### src/rtl/alu_pkg.sv
// alu_pkg: shared encodings for the alu_seq block.
//   - op encodings (ALU_ADD .. ALU_DIFF)
//   - second-operand select encodings (SRC_B, SRC_SHAMT, SRC_OFFSET)
//   - FSM state encoding
// Build option: ALU_SEQ_BARREL_SHIFT_EN removes the SHIFT state.
package alu_pkg;

  localparam logic [2:0] ALU_ADD  = 3'b000;
  localparam logic [2:0] ALU_NEG  = 3'b001;
  localparam logic [2:0] ALU_AND  = 3'b010;
  localparam logic [2:0] ALU_XOR  = 3'b011;
  localparam logic [2:0] ALU_SHL  = 3'b100;
  localparam logic [2:0] ALU_SRL  = 3'b101;
  localparam logic [2:0] ALU_SRA  = 3'b110;
  localparam logic [2:0] ALU_DIFF = 3'b111;

  // 2'b11 also selects b.
  localparam logic [1:0] SRC_B      = 2'b00;
  localparam logic [1:0] SRC_SHAMT  = 2'b01;
  localparam logic [1:0] SRC_OFFSET = 2'b10;

`ifdef ALU_SEQ_BARREL_SHIFT_EN
  typedef enum logic [1:0] {
    StIdle = 2'b00,
    StDone = 2'b10
  } state_e;
`else
  typedef enum logic [1:0] {
    StIdle  = 2'b00,
    StShift = 2'b01,
    StDone  = 2'b10
  } state_e;
`endif

  function automatic logic is_shift(input logic [2:0] op);
    return (op == ALU_SHL) || (op == ALU_SRL) || (op == ALU_SRA);
  endfunction

endpackage

### src/rtl/alu_shift_iter.sv
// alu_shift_iter: iterative shifter, one bit per cycle.
//   clk, rst   : clock, synchronous active-high reset
//   start      : load data_in/amount/op into the working state
//   op         : ALU_SHL, ALU_SRL or ALU_SRA (captured on start)
//   data_in    : value to shift
//   amount     : shift count (captured on start)
//   data_next  : working value after the shift happening this cycle
//   last       : this cycle performs the final shift step
module alu_shift_iter
  import alu_pkg::*;
#(
  parameter int unsigned WIDTH = 32,
  parameter int unsigned SHW   = $clog2(WIDTH)
) (
  input  logic             clk,
  input  logic             rst,
  input  logic             start,
  input  logic [2:0]       op,
  input  logic [WIDTH-1:0] data_in,
  input  logic [SHW-1:0]   amount,
  output logic [WIDTH-1:0] data_next,
  output logic             last
);

  logic [WIDTH-1:0] work_q, work_d, shifted;
  logic [SHW-1:0]   cnt_q, cnt_d;
  logic [2:0]       op_q, op_d;

  always_comb begin
    case (op_q)
      ALU_SHL: shifted = {work_q[WIDTH-2:0], 1'b0};
      ALU_SRL: shifted = {1'b0, work_q[WIDTH-1:1]};
      ALU_SRA: shifted = {work_q[WIDTH-1], work_q[WIDTH-1:1]};
      default: shifted = work_q;
    endcase
  end

  always_comb begin
    work_d = work_q;
    cnt_d  = cnt_q;
    op_d   = op_q;
    if (start) begin
      work_d = data_in;
      cnt_d  = amount;
      op_d   = op;
    end else if (cnt_q != '0) begin
      work_d = shifted;
      cnt_d  = cnt_q - SHW'(1);
    end
  end

  always_ff @(posedge clk) begin
    if (rst) begin
      work_q <= '0;
      cnt_q  <= '0;
      op_q   <= ALU_ADD;
    end else begin
      work_q <= work_d;
      cnt_q  <= cnt_d;
      op_q   <= op_d;
    end
  end

  assign data_next = shifted;
  assign last      = (cnt_q == SHW'(1));

endmodule

### src/rtl/alu_seq.sv
// alu_seq: handshaked ALU with registered result and carry/zero/sign flags.
//   clk, rst             : clock, synchronous active-high reset
//   in_valid / in_ready  : request handshake (op, src, a, b, shamt, offset)
//   op                   : ADD NEG AND XOR SHL SRL SRA DIFF
//   src                  : second-operand select (b, shamt, offset, b)
//   out_valid / out_ready: result handshake (result, carry, zero, sign)
// Build option: define ALU_SEQ_BARREL_SHIFT_EN for single-cycle barrel shifts;
// otherwise shifts run one bit per cycle in alu_shift_iter.
module alu_seq
  import alu_pkg::*;
#(
  parameter int unsigned WIDTH = 32,
  parameter int unsigned SHW   = $clog2(WIDTH)
) (
  input  logic             clk,
  input  logic             rst,
  input  logic             in_valid,
  output logic             in_ready,
  input  logic [2:0]       op,
  input  logic [1:0]       src,
  input  logic [WIDTH-1:0] a,
  input  logic [WIDTH-1:0] b,
  input  logic [WIDTH-1:0] shamt,
  input  logic [WIDTH-1:0] offset,
  output logic             out_valid,
  input  logic             out_ready,
  output logic [WIDTH-1:0] result,
  output logic             carry,
  output logic             zero,
  output logic             sign
);

  state_e           state_q, state_d;
  logic [WIDTH-1:0] result_q, result_d;
  logic             carry_q, carry_d, zero_q, zero_d, sign_q, sign_d;
  logic             out_valid_q, out_valid_d;
  logic             load;

  logic [WIDTH-1:0] m;
  logic [SHW-1:0]   k;
  logic [WIDTH-1:0] diff_x, diff_res;
  logic [WIDTH-1:0] op_res;
  logic             op_carry;

  always_comb begin
    case (src)
      SRC_SHAMT:  m = shamt;
      SRC_OFFSET: m = offset;
      default:    m = b;
    endcase
  end

  assign k      = m[SHW-1:0];
  assign diff_x = a ^ m;

  // Scan downwards so the lowest set bit wins.
  always_comb begin
    diff_res = WIDTH'(WIDTH);
    for (int i = int'(WIDTH) - 1; i >= 0; i--) begin
      if (diff_x[i]) diff_res = WIDTH'(i);
    end
  end

  always_comb begin
    op_res   = '0;
    op_carry = 1'b0;
    case (op)
      ALU_ADD: {op_carry, op_res} = {1'b0, a} + {1'b0, m};
      ALU_NEG: op_res = ~m + WIDTH'(1);
      ALU_AND: op_res = a & m;
      ALU_XOR: op_res = a ^ m;
`ifdef ALU_SEQ_BARREL_SHIFT_EN
      ALU_SHL: op_res = a << k;
      ALU_SRL: op_res = a >> k;
      ALU_SRA: op_res = WIDTH'($signed(a) >>> k);
`else
      // Only reached here with k == 0; larger counts go through the iterative shifter.
      ALU_SHL, ALU_SRL, ALU_SRA: op_res = a;
`endif
      default: op_res = diff_res;
    endcase
  end

`ifndef ALU_SEQ_BARREL_SHIFT_EN
  logic             sh_start, sh_last;
  logic [WIDTH-1:0] sh_next;

  alu_shift_iter #(
    .WIDTH(WIDTH),
    .SHW  (SHW)
  ) u_shift_iter (
    .clk      (clk),
    .rst      (rst),
    .start    (sh_start),
    .op       (op),
    .data_in  (a),
    .amount   (k),
    .data_next(sh_next),
    .last     (sh_last)
  );
`endif

  always_comb begin
    state_d     = state_q;
    result_d    = result_q;
    carry_d     = carry_q;
    out_valid_d = out_valid_q;
    load        = 1'b0;
`ifndef ALU_SEQ_BARREL_SHIFT_EN
    sh_start    = 1'b0;
`endif
    case (state_q)
      StIdle: begin
        if (in_valid) begin
`ifndef ALU_SEQ_BARREL_SHIFT_EN
          if (is_shift(op) && (k != '0)) begin
            sh_start = 1'b1;
            state_d  = StShift;
          end else
`endif
          begin
            result_d    = op_res;
            carry_d     = op_carry;
            load        = 1'b1;
            out_valid_d = 1'b1;
            state_d     = StDone;
          end
        end
      end
`ifndef ALU_SEQ_BARREL_SHIFT_EN
      StShift: begin
        // Capture the final step's output directly so DONE follows the last shift.
        if (sh_last) begin
          result_d    = sh_next;
          carry_d     = 1'b0;
          load        = 1'b1;
          out_valid_d = 1'b1;
          state_d     = StDone;
        end
      end
`endif
      StDone: begin
        if (out_ready) begin
          out_valid_d = 1'b0;
          state_d     = StIdle;
        end
      end
      default: begin
        out_valid_d = 1'b0;
        state_d     = StIdle;
      end
    endcase
    zero_d = load ? (result_d == '0) : zero_q;
    sign_d = load ? result_d[WIDTH-1] : sign_q;
  end

  always_ff @(posedge clk) begin
    if (rst) begin
      state_q     <= StIdle;
      result_q    <= '0;
      carry_q     <= 1'b0;
      zero_q      <= 1'b0;
      sign_q      <= 1'b0;
      out_valid_q <= 1'b0;
    end else begin
      state_q     <= state_d;
      result_q    <= result_d;
      carry_q     <= carry_d;
      zero_q      <= zero_d;
      sign_q      <= sign_d;
      out_valid_q <= out_valid_d;
    end
  end

  assign in_ready  = (state_q == StIdle);
  assign out_valid = out_valid_q;
  assign result    = result_q;
  assign carry     = carry_q;
  assign zero      = zero_q;
  assign sign      = sign_q;

endmodule

### config.mk
export PLATFORM = sky130hd
export DESIGN_NAME = alu_seq
export DESIGN_NICKNAME = d
export VERILOG_FILES = /design/src/rtl/alu_pkg.sv /design/src/rtl/alu_shift_iter.sv /design/src/rtl/alu_seq.sv
export SDC_FILE = /design/constraint.sdc
export NUM_CORES = 1
export LEC_CHECK = 0
export ABC_CLOCK_PERIOD_IN_PS = 5000
export CORE_MARGIN = 2
export CORE_UTILIZATION = 25
export CTS_CLUSTER_SIZE = 10
export DETAILED_ROUTE_END_ITERATION = 6
export GPL_TIMING_DRIVEN = 1
export PLACE_DENSITY = 0.53
export SLEW_MARGIN = 20
export SYNTH_ARGS = -nofsm -noshare
export SYNTH_HDL_FRONTEND = slang
export SYNTH_HIERARCHICAL = 1
export SYNTH_SLANG_ARGS = --single-unit
### constraint.sdc
create_clock -name clk -period 5 [get_ports clk]
set_input_delay 1 -clock clk [delete_from_list [all_inputs] [get_ports clk]]
set_output_delay 1 -clock clk [all_outputs]
set_load 0.1 [all_outputs]
# After elaboration in Yosys (flattened, before gate mapping)
# Cells that the tools add are included.
dict set report totals {
  regBits 78
  inputBits 137
  out_inout_bits 37
}
dict set report op_classes {
  add_sub_neg 3
  eq_ne 18
  n_mux 65
  bitwise_logic 3
  n_reduce_logical 14
}
# op n
set op_table {}
lappend op_table {{$mux 32} 36}
lappend op_table {{$pmux 32 s5} 1}
lappend op_table {{$pmux 32 s2} 2}
lappend op_table {{$pmux 32 s3} 1}
lappend op_table {{$add 32x32->33} 1}
lappend op_table {{$add 32x1->32 const B} 1}
lappend op_table {{$and 32x32->32} 1}
lappend op_table {{$logic_not 32->1} 1}
lappend op_table {{$not 32->32} 1}
lappend op_table {{$xor 32x32->32} 1}
lappend op_table {{$eq 3x3->1 const B} 6}
lappend op_table {{$mux 1} 14}
lappend op_table {{$mux 5} 2}
lappend op_table {{$reduce_bool 5->1} 2}
lappend op_table {{$mux 2} 4}
lappend op_table {{$ne 2x2->1 const B} 4}
lappend op_table {{$reduce_and 4->1} 2}
lappend op_table {{$eq 3x2->1 const B} 2}
lappend op_table {{$mux 6} 1}
lappend op_table {{$pmux 2 s3} 1}
lappend op_table {{$eq 5x1->1 const B} 1}
lappend op_table {{$sub 5x1->5 const B} 1}
lappend op_table {{$eq 2x1->1 const B} 2}
lappend op_table {{$eq 2x2->1 const B} 2}
lappend op_table {{other kinds (10)} 13}

# Depth between registers and ports, before layout
# Gate-level depths: netlist of the first run.
dict set report depth {
  word_depth 40
  mapped_depth 25
}

# By module
# The synthesis of the first run kept the hierarchy.
# module instances cells_each area_each_um2
set modules_own_cells {}
lappend modules_own_cells {alu_seq 1 1048 7345.8}
lappend modules_own_cells {alu_shift_iter 1 373 2866.5}

# Worst setup path after synthesis of the first run
# No wires, ideal clock.
dict set report synth_path {
  kind {input to register}
  start {in src[0]}
  end {reg zero_q (netlist: zero)}
  setup_time_ps 60
  arrival_ps 5186
  required_time_ps 4940
  setup_slack_ps -245
  path_stages 22
  n_path_buf 4
  cell_sequence {inv_1 > ha_1 > buf_4 > o21ai_0 > inv_1 > ha_1 > nor4bb_1 > a31oi_1 > inv_1 > ha_1 > o21a_1 > clkbuf_1 > o21ai_0 > clkbuf_1 > buf_6 > a22oi_1 > and2_1 > a32oi_1 > and4_1 > nand4_1 > nor4_2 > a41o_1}
}
# element line_no
set synth_rtl {}
lappend synth_rtl {{start, declared} alu_seq.sv:20} ;# input logic [1:0] src,
lappend synth_rtl {{$eq 2x2->1 / $eq 2x1->1 (equally long branches)} alu_seq.sv:46} ;# case (src)
lappend synth_rtl {{$pmux 32 s2 *} alu_seq.sv:46}
lappend synth_rtl {{net m[1]} alu_seq.sv:39} ;# logic [WIDTH-1:0] m;
lappend synth_rtl {{branches (longest 8 deep; another with $add 32x1->32)} -}
lappend synth_rtl {{end signal, assigned} alu_seq.sv:169} ;# zero_q <= zero_d;
lappend synth_rtl {{end, declared} alu_seq.sv:35} ;# logic carry_q, carry_d, zero_q, zero_d, sign_q, sign_d;
# Mark *: on every way through the listed nets, which the timed path passes.
# A chain may end at the register's enable or synchronous reset.

# Final worst setup path of the first run
dict set report layout_path {
  start {in src[1]}
  end {reg zero_q (netlist: zero)}
}
# element line_no
set layout_rtl {}
lappend layout_rtl {{$eq 2x2->1 / $eq 2x1->1 (equally long branches)} alu_seq.sv:46}
lappend layout_rtl {{$pmux 32 s2 *} alu_seq.sv:46}
lappend layout_rtl {{net m[3]} alu_seq.sv:39}
lappend layout_rtl {{branches (longest 10 deep; another with $add 32x1->32)} -}
# Marked as above.

==> reports/metrics.cfg, run 1 <==
[setup_path]
critPathKind = in -> reg
crit_path_start_kind = input port
worstPathMaxFanout = 5
end_kind = flop
worst_ep_required_time_ps = 5290
cp.arrival_ps = 5090

[clock_network]
ctsHtreeMaxLevel = 3
clk-insertion-delay-late_ps = 350
cts_tree = yes
cts_buffer_depth = 2
cts_made_buffers = 9
cts_sinks = 78
clk_pin_slew_ps = 60
cts_root_buf = clkbuf_16
cts-hold-fix-buffers = 0

[global_routing]
grt_overflow = 0
first_global_vias = 12477
grt_pass1_wl_um = 74700
grt_usage = 0.228
antenna_found_initial = 0
grt_max_degree = 80

[min_path]
hp-class = reg -> reg

[yosys]
syn_inst = 1421
seq_area_frac_synth = 0.153
synth_fa_ha_area_frac = 0.0510
synth_area_sq_mm = 0.0102
yosysTopAreaCell = dfxtp_1
synth_top_family_by_area = compound AO/OA/AOI/OAI gates
synthSimpleGateAreaFrac = 0.226
yosysWarnings = 6
syn-num-nets = 1599
synth_xor_xnor_area_share = 0.0368
synth_top_cell_area_share = 0.153
synth-compound-area-share = 0.396
synth_edf_count = 0
synth.avg_cell_area_sq_um = 7.19
ys_seq_elements = 78
netlist_top_cells_area = dfxtp_1, a21oi_1, nor2_1, ha_1, o21ai_0
synth_flop_cell = dfxtp_1
synth-async-reset-ratio = 0
synthMuxAreaShare = 0.0478
ys_types = 96

[sta]
post-route-period-util = 0.961
slew_headroom = 0.324
setup_violations = 0
drv_slew = 0
rsz0062_at_grt = no
max_freq_mhz = 208
report.final.hold_viol_count = 0
worst_pin_slew_ps = 1010
period_needed_ps = 4800
worst_slack_ps = 197
fin_skew_ps = 8.21

[drt]
first_iter_violations = 1256
vias = 13104
antenna_left = 0
viasPerCell = 5.56
firstDrtPassIters = 7
drt-total-wl_um = 49300
route.detailed.drc = 17
wire_per_inst_um = 20.9

[placement]
hpwlAfterDp_um = 39300
gp_congestion = 0.978
preCtsSetupSlack_ps = -894
io_buffers = 173
place_area_sq_mm = 0.0145

[layout]
final_nets = 1996
drive_gt1_frac = 0.278
layout_commonest_cell = buf_4
final_util = 0.384
diodes = 0
final_cell_mix = buf_4, clkdlybuf4s50_1, nor2_1
area_growth_syn_to_layout_pct = 52.5
design_area_sq_mm = 0.0156

[flow_run]
max_cap_viol_count = 0

[floorplanning]
boundaryPins = 174
coreArea_sq_mm = 0.0406
die_area_sq_mm = 0.0425
chipWidth_um = 206
die_h_um = 206
num_rows = 74
start_util = 0.252

[power]
power.density_mw_per_mm2 = 299
ir_worst_vdd_mv = 0.210
leakage_nw = 6.15
power_mw = 4.66

[outcome]
outcome = complete, but fails checks
violations = DRC

==> kinds of logic (layout without fill, tap and decap cells) <==
family / Yosys count / after routing
AO/OA/AOI/OAI: 572 / 572
AND/OR/NAND/NOR: 443 / 443
buffers and inverters: 198 / 600
flip-flops: 78 / 78
multiplexers: 47 / 47
XOR/XNOR: 42 / 42
adder cells (fa/ha/maj): 41 / 41
==> per-layer routing <==
layer	up-vias	track usage	wire, um
met2	604	0.351	21200
met1	6205	0.332	22900
li1	6223	-	-
met5	-	0	0
met4	0	0.0691	1350
met3	72	0.0244	3900
==> metrics by stage <==
| step | TNS, ps | std cells | hold slack, ps |
|---|---|---|---|
| 2_1_floorplan | 0 | 1421 | 555 |
| 3_3_place_gp | -6530 | 2322 | 487 |
| 4_1_cts | 0 | 2347 | 519 |
| 3_5_place_dp | -6750 | 2322 | 500 |
| 6_report | 0 | 2355 | 516 |
| 5_1_grt | 0 | 2355 | 587 |
==> cell type report <==
| class | count | area [sq um] |
|---|---|---|
| fillers | 4243 | 25000 |
| flip-flops and latches | 78 | 1560 |
| clock buffers | 9 | 225 |
| clock inverters | 7 | 98.8 |
| repair buffers | 515 | 4360 |
| well taps | 532 | 666 |
| multi-input cells | 1145 | 8390 |
| inverters | 69 | 273 |
==> where the power goes <==
part	switching [mW]	leakage, nW	internal [mW]	total [mW]
sequential	0.139	0.638	0.733	0.873
clock	0.293	0.156	0.439	0.732
combinational	1.75	5.35	1.30	3.05
==> path summary, 6_finish.rpt <==
check                                           from   endpoint  slack (ps)  cells after the start
worst max register to register  u_shift_iter/op_q[0]       zero        1100                     14
worst min-delay path                       out_valid  out_valid         520                      2
worst min register to register             out_valid  out_valid         520                      2
worst max-delay path                          src[1]       zero         200                     20
==> flip-flops by register name, summed over array words and instances (netlist names) <==
signal,count
result,32
u_shift_iter/work_q,32
u_shift_iter/cnt_q,5
u_shift_iter/op_q,3
state_q,2
carry,1
out_valid,1
sign,1
zero,1
==> repair_timing <==
action | CTS | global route
gates cloned | 1 | 0
pin swaps | 16 | 18
gates resized for setup | 85 | 51
setup endpoints to repair | 9 | 1
setup buffers | 8 | 8
==> cells in the mapped netlist (35+ instances only) <==
cell      number
a22oi_1       37
nor2b_1       40
mux2i_1       42
ha_1          40
a221oi_1      35
dfxtp_1       78
clkbuf_1      72
o22ai_1       41
inv_1         68
nor2_1       142
a21oi_1      123
o21ai_0      100
nand2_1       77
==> worst max-delay path, cell delays in order <==
cell and delay (ps):
clkbuf_2 130, inv_1 50, ha_1 190, buf_4 170, a221oi_4 320, nor2_2 90, ha_2 180, or2_2 300
buf_4 140, o21a_4 210, o211ai_1 220, o211ai_1 130, buf_4 160, a221o_1 340, and2_4 180, o2111a_1 230
o31ai_2 280, or3b_4 430, nor4_4 160, a41o_1 180
No activity file was read; power rests on OpenSTA's default activity.
==> run 2, diff against run 1 <==
--- a/config.mk
+++ b/config.mk
@@ -10,6 +10,7 @@
 export CORE_UTILIZATION = 25
 export CTS_CLUSTER_SIZE = 10
 export DETAILED_ROUTE_END_ITERATION = 6
+export GPL_ROUTABILITY_DRIVEN = 0
 export GPL_TIMING_DRIVEN = 1
 export PLACE_DENSITY = 0.53
 export SLEW_MARGIN = 20
==> run 2 against run 1 <==
Effect of this change:
- the flow now finishes without violations
- critical endpoint unchanged
- via count fell by 0.46%
- global-route usage fell by 1.1 points
- sequential share of layout area rose by 0.21 points
- power fell by 2.9%
- worst setup slack got worse by 61 ps
- clock skew fell by 1.7 ps
==> reports/metrics.cfg, run 2 (synthesis gave the netlist of run 1 again) <==
[outcome]
outcome = finished clean

[global_routing]
grt_max_degree = 77
grt_usage = 0.217
first_global_vias = 12301
grt_overflow = 0
antenna_found_initial = 1
grt_pass1_wl_um = 71300

[clock_network]
cts-hold-fix-buffers = 0
cts_root_buf = clkbuf_16
ctsHtreeMaxLevel = 3
cts_tree = yes
clk_pin_slew_ps = 60
clk-insertion-delay-late_ps = 340
cts_made_buffers = 9
cts_sinks = 78
cts_buffer_depth = 2

[floorplanning]
num_rows = 74
boundaryPins = 174
chipWidth_um = 206
start_util = 0.252
die_h_um = 206
die_area_sq_mm = 0.0425
coreArea_sq_mm = 0.0406

[drt]
vias = 13044
drt-total-wl_um = 47800
first_iter_violations = 1229
viasPerCell = 5.57
wire_per_inst_um = 20.4
antenna_left = 0
route.detailed.drc = 0
firstDrtPassIters = 7

[layout]
final_nets = 1982
drive_gt1_frac = 0.264
diodes = 0
final_util = 0.376
area_growth_syn_to_layout_pct = 49.3
seqCellArea_sq_mm = 0.00156
multi_input_area_sq_mm = 0.00821
nFillCells = 4285
layout_commonest_cell = buf_4
final_cell_mix = buf_4, clkdlybuf4s50_1, nor2_1

[setup_path]
worstPathMaxFanout = 15
slowest_stage = or3b_4
end_kind = flop
worstPathCellList = clkdlybuf4s15_2 -> ha_4 -> buf_12 -> buf_4 -> a22oi_1 -> o21ai_1 -> ha_1 -> nand3_1 -> a2111oi_2 -> buf_4 -> o211ai_1 -> o211ai_1 -> a221o_1 -> and2_4 -> o2111a_1 -> o31ai_2 -> or3b_4 -> nor4_4 -> a41o_1
critPathKind = in -> reg
cp.arrival_ps = 5150
slowest_delay_ps = 420
worst_ep_required_time_ps = 5290
crit_path_start_kind = input port

[power]
power_mw = 4.52
combPwrFrac = 0.655
power.density_mw_per_mm2 = 297
seq_power_share = 0.195
leakage_nw = 6.06
clkPwrFrac = 0.149
power_switching_mw = 2.14
intPower_mw = 2.38
sw_frac_of_total = 0.473
ir_worst_vdd_mv = 0.212

[sta]
max_freq_mhz = 206
setup_violations = 0
post-route-period-util = 0.973
report.final.hold_viol_count = 0
fin_tns_setup_ps = 0
period_needed_ps = 4860
drv_slew = 0
worst_pin_slew_ps = 1060
fin_skew_ps = 6.50
slew_headroom = 0.288

[placement]
io_buffers = 173
hpwlAfterDp_um = 38000

[min_path]
hp-class = reg -> reg

[flow_run]
max_cap_viol_count = 0

-- run 2: changes by cell type in the layout (fill, tap and decap cells not counted), moves of 4 or more --
cell	before	now
buf_4	334	321
ha_4	11	4
a221oi_4	9	3
ha_1	25	31
nor2_1	135	141
a221oi_2	19	24
nor2_2	6	1
a22oi_1	32	28
a22oi_2	5	9
o21ai_2	11	7
-- run 2: per-stage QoR --
step / hold WS (ps) / instance area, sq um / cells / setup slack [ps]
6_report: 492 / 15200 / 2341 / 136
5_1_grt: 527 / 15200 / 2341 / -18.0
4_1_cts: 494 / 14900 / 2337 / 22.5
3_5_place_dp: 479 / 14300 / 2305 / -877
3_3_place_gp: 479 / 14300 / 2305 / -815
2_1_floorplan: 555 / 10200 / 1421 / 35.6
-- run 2: area by class of cell --
class / count / area share
repair buffers: 501 / 0.278
clock inverters: 5 / 0.00394
multi-input cells: 1145 / 0.538
inverters: 69 / 0.0179
well taps: 532 / 0.0437
flip-flops and latches: 78 / 0.102
clock buffers: 11 / 0.0153
-- run 2: power by group through the flow --
stage	Combinational, mW	Sequential [mW]	Clock (mW)
floorplan	1.56	1.04	0
global placement	2.75	0.887	0
detailed placement	2.77	0.891	0
CTS	2.85	0.878	0.675
global route	3.18	0.897	0.699
finish	2.96	0.884	0.674
-- run 2: layer usage --
metal  up-vias  wire length (um)  GRT usage
met1      6165             21700      0.309
met5         -                 9          0
met3        74              4000     0.0296
li1       6186                 -          -
met4         2              1510     0.0745
met2       617             20500      0.334
-- run 2: what timing repair did --
action	4_1_cts	5_1_grt
setup buffers	14	4
pin swaps	20	19
cloned	2	0
endpoints found under the setup margin	10	4
resized for setup	49	62
-- run 2: critical path, delay by kind of cell --
family | cells | cell delay [ps]
simple gates | 4 | 860
compound gates | 9 | 1970
buf+inv | 4 | 710
fa+ha+maj | 2 | 610
-- run 2: final timing paths --
kind,startpoint,to,slack (ps),depth (start not counted)
min reg2reg,out_valid,out_valid,490,2
max reg2reg,u_shift_iter/op_q[2],zero,1220,14
min,out_valid,out_valid,490,2
max,src[1],zero,140,19
==> run 3, diff against run 2 <==
--- a/config.mk
+++ b/config.mk
@@ -13,6 +13,7 @@
 export GPL_ROUTABILITY_DRIVEN = 0
 export GPL_TIMING_DRIVEN = 1
 export PLACE_DENSITY = 0.53
+export REMOVE_ABC_BUFFERS = 1
 export SLEW_MARGIN = 20
 export SYNTH_ARGS = -nofsm -noshare
 export SYNTH_HDL_FRONTEND = slang
==> run 3 against run 2 <==
Effect of this change:
- global-route usage fell by 0.63 points
- design area fell by 1.1%
- clock power rose by 10%
- sequential share of layout area rose by 0.11 points
- combinational power fell by 2%
- worst setup slack improved by 37 ps
- core utilization fell by 0.42 points
- critical endpoint unchanged
- largest power group unchanged
==> reports/metrics.cfg, run 3 (synthesis gave the netlist of run 1 again) <==
[sta]
report.final.hold_viol_count = 0
slew_headroom = 0.279
fin_worst_hold_slack_ps = 503
fin_skew_ps = 6.39
max_freq_mhz = 207
post-route-period-util = 0.965
setup_violations = 0
period_needed_ps = 4830
worst_pin_slew_ps = 1080
worst_slack_ps = 173
fin_tns_setup_ps = 0
drv_slew = 0

[placement]
hpwlAfterDp_um = 37400
dp.cells = 2306
place_area_sq_mm = 0.0144
preCtsSetupSlack_ps = -735
io_buffers = 173

[clock_network]
cts_tree = yes
clk_pin_slew_ps = 60
cts_buffer_depth = 2
cts_made_buffers = 9
cts_root_buf = clkbuf_16
cts_sinks = 78
cts-hold-fix-buffers = 0
ctsHtreeMaxLevel = 3
clk-insertion-delay-late_ps = 350

[floorplanning]
chipWidth_um = 206
boundaryPins = 174
die_area_sq_mm = 0.0425
die_h_um = 206
coreArea_sq_mm = 0.0406
start_util = 0.252
num_rows = 74

[drt]
vias = 12650
wl_met1_um = 21000
firstDrtPassIters = 5
antenna_left = 0
met3WireLength_um = 3030
viasPerCell = 5.44
wire_per_inst_um = 19.9
drt-total-wl_um = 46300
route.detailed.drc = 0
highest_layer = met4
first_iter_violations = 1201
met2_length_um = 21100

[setup_path]
end_kind = flop
r2r_setup_slack_ps = 1080
crit_path_start_kind = input port
worstPathMaxFanout = 48
worst_ep_required_time_ps = 5300
cp.arrival_ps = 5130
critPathKind = in -> reg

[global_routing]
grt_overflow = 0
grt_pass1_wl_um = 69300
grt_max_degree = 77
antenna_found_initial = 1
first_global_vias = 11835
grt_usage = 0.211

[power]
ir_worst_vdd_mv = 0.201
leakage_nw = 5.99
power_mw = 4.52
power.density_mw_per_mm2 = 300

[layout]
fin_cells = 2325
drive_gt1_frac = 0.248
area_growth_syn_to_layout_pct = 47.7
layout_commonest_cell = buf_4
nFillCells = 4290
design_area_sq_mm = 0.0151
final_util = 0.372
final_cell_mix = buf_4, clkdlybuf4s50_1, nor2_1
final_nets = 1966

[min_path]
hp-class = reg -> reg

[outcome]
outcome = finished clean

[flow_run]
max_cap_viol_count = 0

==> run 3: power breakdown <==
group	switching, mW	internal [mW]
Sequential	0.148	0.734
Clock	0.282	0.460
Combinational	1.66	1.23
Total	2.10	2.42
==> run 3: critical path, stage by stage <==
cell,delay (ps)
clkdlybuf4s15_1,220
ha_4,280
buf_12,170
a221o_1,300
and2_1,200
ha_2,220
or3_1,420
o211ai_1,290
o211ai_1,220
a221o_1,380
and2_4,180
o2111a_1,240
o31ai_2,260
or3b_4,430
nor4_4,130
a41o_1,180
==> run 3: metal layers <==
layer / global-route usage / up-vias
met5: 0 / -
met4: 0.0676 / 0
met3: 0.0298 / 48
met2: 0.338 / 476
met1: 0.289 / 5974
li1: - / 6152
==> run 3: worst paths after layout <==
| path | depth (start not counted) | to | startpoint |
|---|---|---|---|
| worst min-delay path | 2 | out_valid | out_valid |
| worst max register to register | 15 | zero | u_shift_iter/op_q[1] |
| worst max-delay path | 16 | zero | src[1] |
| worst min register to register | 2 | out_valid | out_valid |
==> run 3: layout make-up <==
type | count | area (sq um) | area share
multi-input combinational | 1145 | 8110 | 0.538
timing repair buffer | 485 | 4140 | 0.275
sequential | 78 | 1560 | 0.104
tap | 532 | 666 | 0.0441
inverter | 69 | 273 | 0.0181
clock buffer | 11 | 253 | 0.0168
clock inverter | 4 | 70.1 | 0.00465
antenna | 1 | 2.50 | 0.000166
==> run 3: what timing repair did <==
item                       4_1_cts  5_1_grt
buffers inserted                 1        2
setup endpoints to repair        5        2
resized for setup               28       61
pin swaps                       12       18
